[src/rtl/piso_tx_sched_pkg.sv]
// Shared state encoding and default sizing for the serializer scheduler.
package piso_pkg;
    localparam logic [1:0] S_IDLE   = 2'd0;
    localparam logic [1:0] S_LAUNCH = 2'd1;
    localparam logic [1:0] S_WAIT   = 2'd2;

    localparam int DW_DEF           = 8;
    localparam int FRAME_CYCLES_DEF = 54;
endpackage

[src/rtl/piso_tx_sched_rr_arbiter.sv]
// Rotating-priority pick: first set request scanning ptr, ptr+1, ... mod NREQ.
// Purely combinational; the caller owns ptr and decides when a grant is taken.
module rr_arbiter #(
    parameter int NREQ = 4,
    parameter int IDW  = $clog2(NREQ)
) (
    input  logic [NREQ-1:0] req,
    input  logic [IDW-1:0]  ptr,
    output logic [NREQ-1:0] grant,
    output logic [IDW-1:0]  index
);

    logic           hit;
    logic [IDW-1:0] k;

    always_comb begin
        grant = '0;
        index = '0;
        hit   = 1'b0;
        k     = '0;
        for (int i = 0; i < NREQ; i++) begin
            k = IDW'((int'(ptr) + i) % NREQ);
            if (!hit && req[k]) begin
                hit      = 1'b1;
                grant[k] = 1'b1;
                index    = k;
            end
        end
    end

endmodule

[src/rtl/piso_tx_sched.sv]
// Round-robin launcher sharing one serializer among NREQ byte sources.
// Grant to start: 1 edge; start-to-start >= FRAME_CYCLES+1; req_ready only while idle.
module piso_tx_sched
    import piso_pkg::*;
#(
    parameter  int NREQ         = 4,
    parameter  int DW           = DW_DEF,
    parameter  int FRAME_CYCLES = FRAME_CYCLES_DEF,
    localparam int IDW          = $clog2(NREQ)
) (
    input  logic               clk,
    input  logic               rst,
    input  logic               en,
    input  logic [NREQ-1:0]    req_valid,
    input  logic [NREQ*DW-1:0] req_data,
    output logic [NREQ-1:0]    req_ready,
    output logic               start,
    output logic [DW-1:0]      din,
    output logic               busy,
    output logic [IDW-1:0]     grant_id,
    output logic               frame_done
);

    localparam int CW = $clog2(FRAME_CYCLES);

    logic [1:0]      state_q, state_d;
    logic [CW-1:0]   cnt_q, cnt_d;
    logic [IDW-1:0]  ptr_q, ptr_d;
    logic [NREQ-1:0] win_grant;
    logic [IDW-1:0]  win_idx;
    logic [DW-1:0]   win_byte;
    logic            grant_ok;

    logic [NREQ-1:0] req_ready_d;
    logic            start_d, busy_d, frame_done_d;
    logic [DW-1:0]   din_d;
    logic [IDW-1:0]  grant_id_d;

    rr_arbiter #(.NREQ(NREQ), .IDW(IDW)) u_arb (
        .req   (req_valid),
        .ptr   (ptr_q),
        .grant (win_grant),
        .index (win_idx)
    );

    assign win_byte = req_data[win_idx*DW +: DW];
    assign grant_ok = (state_q == S_IDLE) && en && (|req_valid);

    always_ff @(posedge clk or negedge rst) begin
        if (!rst) state_q <= S_IDLE;
        else      state_q <= state_d;
    end

    always_comb begin
        state_d = state_q;
        case (state_q)
            S_IDLE:   if (grant_ok) state_d = S_LAUNCH;
            S_LAUNCH: state_d = S_WAIT;
            S_WAIT:   if (cnt_q == '0) state_d = S_IDLE;
            default:  state_d = S_IDLE;
        endcase
    end

    // start, req_ready and frame_done default low so they can only ever pulse.
    always_comb begin
        start_d      = 1'b0;
        req_ready_d  = '0;
        frame_done_d = 1'b0;
        busy_d       = busy;
        din_d        = din;
        grant_id_d   = grant_id;
        ptr_d        = ptr_q;
        cnt_d        = cnt_q;
        case (state_q)
            S_IDLE: begin
                if (grant_ok) begin
                    start_d     = 1'b1;
                    req_ready_d = win_grant;
                    din_d       = win_byte;
                    grant_id_d  = win_idx;
                    busy_d      = 1'b1;
                    ptr_d       = IDW'((int'(win_idx) + 1) % NREQ);
                end
            end
            S_LAUNCH: cnt_d = CW'(FRAME_CYCLES - 2);
            S_WAIT: begin
                if (cnt_q == '0) begin
                    busy_d       = 1'b0;
                    frame_done_d = 1'b1;
                end else begin
                    cnt_d = cnt_q - 1'b1;
                end
            end
            default: ;
        endcase
    end

    always_ff @(posedge clk or negedge rst) begin
        if (!rst) begin
            start      <= 1'b0;
            req_ready  <= '0;
            frame_done <= 1'b0;
            busy       <= 1'b0;
            din        <= '0;
            grant_id   <= '0;
            ptr_q      <= '0;
            cnt_q      <= '0;
        end else begin
            start      <= start_d;
            req_ready  <= req_ready_d;
            frame_done <= frame_done_d;
            busy       <= busy_d;
            din        <= din_d;
            grant_id   <= grant_id_d;
            ptr_q      <= ptr_d;
            cnt_q      <= cnt_d;
        end
    end

endmodule

[config.mk]
export PLATFORM = sky130hd
export DESIGN_NAME = piso_tx_sched
export DESIGN_NICKNAME = d
export VERILOG_FILES = /design/src/rtl/piso_tx_sched_pkg.sv /design/src/rtl/piso_tx_sched_rr_arbiter.sv /design/src/rtl/piso_tx_sched.sv
export SDC_FILE = /design/constraint.sdc
export NUM_CORES = 1
export LEC_CHECK = 0
export BUFFER_PORTS_ARGS = -buffer_cell sky130_fd_sc_hd__buf_2
export CORE_MARGIN = 2
export CORE_UTILIZATION = 25
export CTS_CLUSTER_DIAMETER = 50
export DETAILED_ROUTE_END_ITERATION = 8
export GPL_TIMING_DRIVEN = 0
export PLACE_DENSITY = 0.55
export SLEW_MARGIN = 20
export SYNTH_ARGS = -nofsm -noshare
export SYNTH_HDL_FRONTEND = slang
export SYNTH_SLANG_ARGS = --single-unit
[constraint.sdc]
create_clock -name clk -period 4.25 [get_ports clk]
set_input_delay 1.275 -clock clk [delete_from_list [all_inputs] [get_ports clk]]
set_output_delay 1.275 -clock clk [all_outputs]
set_load 0.01 [all_outputs]
==> results of run 1 <==
[power by group]
group	switching [uW]	internal [uW]
Combinational	376	335
Clock	77.7	67.1
Sequential	79.8	358
Total	534	760
[cell type report]
type | count | area [sq um]
well taps | 77 | 96.3
fillers | 678 | 4310
clock buffers | 4 | 45.0
multi-input cells | 119 | 882
plain buffers | 9 | 62.6
repair buffers | 55 | 275
inverters | 10 | 37.5
flip-flops and latches | 27 | 676
[synthesized netlist by cell type]
| cell | number |
|---|---|
| or2_2 | 1 |
| a22o_1 | 4 |
| nand2_1 | 15 |
| and2_1 | 1 |
| or4_1 | 2 |
| clkbuf_1 | 3 |
| nor3_1 | 2 |
| nor3b_1 | 1 |
| mux2_2 | 2 |
| and3b_1 | 1 |
| mux2i_1 | 15 |
| a211o_1 | 1 |
| buf_2 | 2 |
| a222oi_1 | 8 |
| and3_1 | 1 |
| buf_4 | 1 |
| or3_1 | 1 |
| o22ai_1 | 1 |
| mux2_1 | 1 |
| nand3_1 | 3 |
| inv_1 | 10 |
| nor2_1 | 12 |
| o31ai_1 | 1 |
| xor2_1 | 2 |
| o21ai_1 | 10 |
| ha_1 | 9 |
| o211a_1 | 1 |
| a31oi_1 | 2 |
| nor4_1 | 2 |
| or2_1 | 1 |
| nand4_1 | 1 |
| buf_6 | 3 |
| xnor2_1 | 2 |
| nand2b_1 | 2 |
| a21oi_1 | 6 |
| o21ai_0 | 3 |
| nand3b_1 | 1 |
| a21oi_2 | 1 |
| mux4_2 | 2 |
| dfrtp_1 | 27 |
| o311ai_1 | 1 |
[metrics by stage]
step | power, uW | cells
after floorplan | 964 | 165
after global placement | 1150 | 297
after detailed placement | 1170 | 297
after CTS | 1320 | 301
after global routing | 1430 | 301
final | 1290 | 301
[tightest hold or removal path, delay by kind of cell (launching register included)]
kind	cells	cell delay [ns]
AND/OR/NAND/NOR	2	0.10
flip-flops	1	0.35
[registers in the layout, summed over array words and instances, names as in the netlist]
register    flops
state_q         2
req_ready       4
start           1
din             8
busy            1
ptr_q           2
frame_done      1
grant_id        2
cnt_q           6
[metal layers]
metal  routed length [um]  track usage [%]
met1                 1710             14.3
met2                 1820             18.8
met3                  204             2.53
met4                    7             1.44
met5                    0                0
[kinds of logic (layout without fill, tap and decap cells)]
kind of cell    Yosys count  count (layout)  share of synthesized area (%)
buf+inv                  19              78                           6.06
flops                    27              27                           40.9
simple gates             47              47                           13.8
xor+xnor                  4               4                           2.12
compound gates           39              39                           16.5
fa+ha+maj                 9               9                           6.81
mux                      20              20                           13.9
[worst paths after layout]
kind	depth (start not counted)	endpoint	from
setup / recovery	9	req_ready[0]	ptr_q[0]
hold / removal	2	grant_id[1]	grant_id[1]
setup reg to reg	9	req_ready[0]	ptr_q[0]
hold reg to reg	2	grant_id[1]	grant_id[1]
max in group asynchronous	1	cnt_q[1]	rst
min in group asynchronous	1	req_ready[1]	rst
==> impl_metrics.tcl, run 1 <==
set metrics [dict create \
    status "finished clean" \
    synth.distinct_cells 41 \
    route.detailed.drc 0 \
    synth_area_per_cell_sq_um 10.0 \
    grt-ovfl-total 0 \
    wl_um 3740 \
    cp.required_ns 4.44 \
    crit_path_end_kind "register" \
    syn_nets 213 \
    cap_violations 0 \
    cts_tree "yes" \
    finalSetupTns_ns 0 \
    ir_drop_mv 0.200 \
    vias 1438 \
    worstPathArrival_ns 3.25 \
    wl_per_cell_um 12.4 \
    root_buffer "clkbuf_8" \
    yosysTopAreaCellShare_pct 40.9 \
    fmaxAchievable_mhz 327 \
    slew_headroom_pct 46.0 \
    area_growth_pct 25.5 \
    start_kind "register" \
    pre_cts_slack_ns 0.893 \
    antenna_found_initial 0 \
    min_period_ns 3.06 \
    place_area_sq_mm 0.00203 \
    grt_pass1_vias 1354 \
    crit_fanout 10 \
    track_usage_pct 10.9 \
    syn_area_sq_mm 0.00165 \
    cts_sinks 27 \
    crit_buf_inv 3 \
    syn_inst 165 \
    io_buffers 55 \
    ys_ff_latch 27 \
    criticalPathCategory "reg -> reg" \
    cp_cell_sequence "buf_2 > inv_1 > ha_1 > clkbuf_1 > mux4_2 > nor3_1 > a22o_1 > mux2i_1 > a21oi_1" \
    synth.top_cells.by_area "dfrtp_1 (41%), mux2i_1 (9.1%), ha_1 (6.8%)" \
    nets 273 \
    yosys.area.top_type "dfrtp_1" \
    slowest_stage "mux4_2" \
    p_per_area_mw_per_mm2 624 \
    fin_worst_skew_ns 0.00533 \
    fp-row-count 29 \
    gp_congestion 0.785 \
    slowest_delay_ns 0.62 \
    clockBufferDepth 2 \
    htree_num_levels 1 \
    final_util_pct 32.5 \
    io_pins 56 \
    layout_commonest_cell "buf_2" \
    dp_hpwl_um 2860 \
    die_w_um 85.3 \
    crit_family "buffers and inverters" \
    layout-drive-gt1-share_pct 31.7 \
    holdBufCountCts 0 \
    start_util_pct 25.9 \
    r2r_slack_ns 1.19 \
    clk_pin_slew_ns 0.09 \
    post_cts_buffers 0 \
    die_y_um 85.3 \
    ant_nets 0 \
    grt_pass1_wl_um 6500 \
    power_leakage_uw 0.00104 \
    drt-vias-per-instance 4.78 \
    slew_viol_final 0 \
    grt_max_degree 28 \
    cts.repair.resized 0 \
    final_cell_mix "buf_2 (57), dfrtp_1 (27), nand2_1 (15), mux2i_1 (15), nor2_1 (12)" \
    fin_crit_sh_pct 72.0 \
    rsz0062_at_grt "no" \
    firstDrtPassIters 5 \
    worst_slack_ns 1.19 \
    worstMarginPinSlew_ns 0.806 \
    setup_violations 0 \
    cts_buffers 3 \
    final_hold_viol_count 0 \
    ys_warn_count 0 \
    hp-class "reg -> reg" \
    die-area_sq_mm 0.00728 \
    n_antenna_cell 0 \
    yosysSeqAreaShare_pct 40.9 \
    clkLatencyLatePin_ns 0.27 \
    whs_ns 0.483 \
    drt_iter0_markers 93 \
    core_region_area_sq_mm 0.00639 \
    final_cell_area_sq_mm 0.00207 \
]
Power figures use the tool's default switching activity.
==> inputs of run 2 (changes only) <==
ABC_AREA = 1   (was not set)
clock period = 2.5 ns   (was 4.25 ns; I/O delays follow)
==> run 2 against run 1 <==
  * Setup slack lost 0.99 ns
  * First-iteration DRC count shrank 24%
  * Non-clock buffer count grew 4
  * Design area grew 24%
  * Final cell count grew 50%
  * Global-route usage grew 0.81 points
  * Sequential power grew 71%
  * Utilization grew 0.53 points
  * Clock skew shrank 0.0016 ns
  * Via count grew 37%
==> impl_metrics.tcl, run 2 <==
set metrics [dict create \
    yosys.area.top_type "dfrtp_1" \
    syn_inst 282 \
    finalSetupTns_ns 0 \
    reg.largest.list "din x8, cnt_q x6, req_ready x4" \
    fill_cells 854 \
    p_per_area_mw_per_mm2 1410 \
    status "finished clean" \
    wl_per_cell_um 11.0 \
    start_kind "register" \
    synthFlopType "dfrtp_1" \
    yosys.cell_count.top_type "nand2_1" \
    route.detailed.drc 0 \
    clk_pin_slew_ns 0.09 \
    syn_area_sq_mm 0.00203 \
    yosysSeqAreaShare_pct 33.2 \
    grt_pass1_vias 1879 \
    slew_viol_final 0 \
    cp.required_ns 2.67 \
    start_util_pct 26.1 \
    worst_slack_ns 0.206 \
    synth_commonest_cells "nand2_1 (77), inv_1 (53), nand3_1 (48), dfrtp_1 (27), ha_1 (9)" \
    crit_fanout 12 \
    fin_worst_skew_ns 0.00378 \
    worstMarginPinSlew_ns 0.809 \
    worstReg2RegStart "ptr_q[0]" \
    layout_commonest_cell "nand2_1" \
    clockBufferDepth 2 \
    worstPathArrival_ns 2.46 \
    grt_pass1_wl_um 8460 \
    async_flop_share_pct 100 \
    hp-class "in -> async" \
    die-area_sq_mm 0.00888 \
    worstSetupStartpoint "ptr_q[0]" \
    drt_iter0_markers 71 \
    place_area_sq_mm 0.00244 \
    n_antenna_cell 0 \
    cts_sinks 27 \
    worstReg2RegEnd "din[2]" \
    ys_ff_latch 27 \
    largest_register_ffs 8 \
    track_usage_pct 11.7 \
    io_pins 56 \
    root_buffer "clkbuf_8" \
    rsz0062_at_grt "no" \
    cts_tree "yes" \
    min_period_ns 2.29 \
    power_leakage_uw 0.00149 \
    cap_violations 0 \
    die_y_um 94.2 \
    wl_um 4960 \
    syn_nets 330 \
    ant_nets 0 \
    r2r_slack_ns 0.21 \
    die_w_um 94.2 \
    pre_cts_slack_ns -0.0588 \
    antenna_found_initial 0 \
    layout-drive-gt1-share_pct 29.0 \
    synth.top_cells.by_area "dfrtp_1 (33%), nand2_1 (14%), nand3_1 (12%)" \
    fmaxAchievable_mhz 436 \
    io_buffers 55 \
    gp_congestion 0.814 \
    grt-ovfl-total 0 \
    nets 397 \
    synth-edff-count 0 \
    synth_area_per_cell_sq_um 7.21 \
    crit_path_end_kind "register" \
    htree_num_levels 1 \
    clkLatencyLatePin_ns 0.27 \
    ys_warn_count 0 \
    regMostFlops "din" \
    cts_buffers 3 \
    vias 1965 \
    firstDrtPassIters 4 \
    drt-vias-per-instance 4.37 \
    criticalPathCategory "reg -> reg" \
    dp_hpwl_um 3850 \
    final_hold_viol_count 0 \
    holdBufCountCts 0 \
    synth.distinct_cells 33 \
    ir_drop_mv 0.475 \
    final_util_pct 33.0 \
    final_cell_area_sq_mm 0.00258 \
    yosysTopAreaCellShare_pct 33.2 \
    setup_violations 0 \
    slew_headroom_pct 45.6 \
    area_growth_pct 26.7 \
    fp-row-count 32 \
    core_region_area_sq_mm 0.00781 \
    grt_max_degree 28 \
    fin_crit_sh_pct 91.8 \
    ff2ff_path_depth 15 \
    final_cell_mix "nand2_1 (76), buf_2 (57), inv_1 (53), nand3_1 (48), dfrtp_1 (26)" \
]
run 2: what timing repair did:
action	in CTS	in global routing
setup buffers	1	6
pin swaps	0	3
resized for setup	1	8
endpoints found under the hold margin	0	0
endpoints found under the setup margin	9	10
run 2: worst max-delay path by stage:
stage | cells after the start | end | slack [ns]
floorplan | 14 | ptr_q[1] | 0.30
global placement | 7 | din[6] | -0.03
detailed placement | 15 | din[3] | -0.06
CTS | 15 | din[3] | 0.04
global route | 17 | din[7] | 0.04
finish | 15 | din[2] | 0.21
run 2: final cells by class:
class | instances | area, sq um | share of cell area [%]
Multi-Input combinational cell | 191 | 1120 | 43.4
Clock buffer | 3 | 41.3 | 1.60
Buffer | 6 | 47.5 | 1.84
Inverter | 58 | 233 | 9.03
Tap cell | 102 | 128 | 4.95
Sequential cell | 27 | 677 | 26.3
Clock inverter | 1 | 5.00 | 0.194
Timing Repair Buffer | 62 | 328 | 12.7
run 2: per-stage QoR:
stage	instances	total power, uW	hold WS [ns]
after floorplan	282	2620	0.449
after global routing	450	4060	0.503
final	450	3640	0.465
after global placement	439	3180	0.465
after detailed placement	439	3210	0.464
after CTS	444	3480	0.489
run 2: worst max-delay path, stage by stage, from the launching register on:
cell,delay [ns]
dfrtp_1,0.38
buf_6,0.16
clkinv_8,0.10
ha_4,0.27
inv_1,0.09
nand3_2,0.10
nand2_4,0.11
inv_2,0.07
nor2_8,0.16
nand4_1,0.15
nand2_4,0.18
inv_2,0.13
nand3_1,0.10
nand2_1,0.05
nand2_1,0.07
nand2_1,0.05
run 2: per-layer routing:
metal	up-vias	GRT usage, %	share of wire, %
li1	1021	-	-
met1	885	15.7	46
met2	57	20.0	48
met3	2	1.93	5.4
met4	0	1.93	0.36
met5	-	0	0
run 2: cells by family (layout without fill, tap and decap cells):
logic type | count (synthesis) | in the layout | share of synthesized area [%]
adder cells (fa/ha/maj) | 9 | 9 | 5.54
flip-flops | 27 | 27 | 33.2
buffers and inverters | 64 | 130 | 13.2
AO/OA/AOI/OAI | 20 | 20 | 6.21
AND/OR/NAND/NOR | 162 | 162 | 41.8
run 2: power breakdown:
group	internal (uW)	switching [uW]	total [uW]
sequential	616	134	750
combinational	1010	1640	2650
clock	112	132	243
total	1730	1910	3640
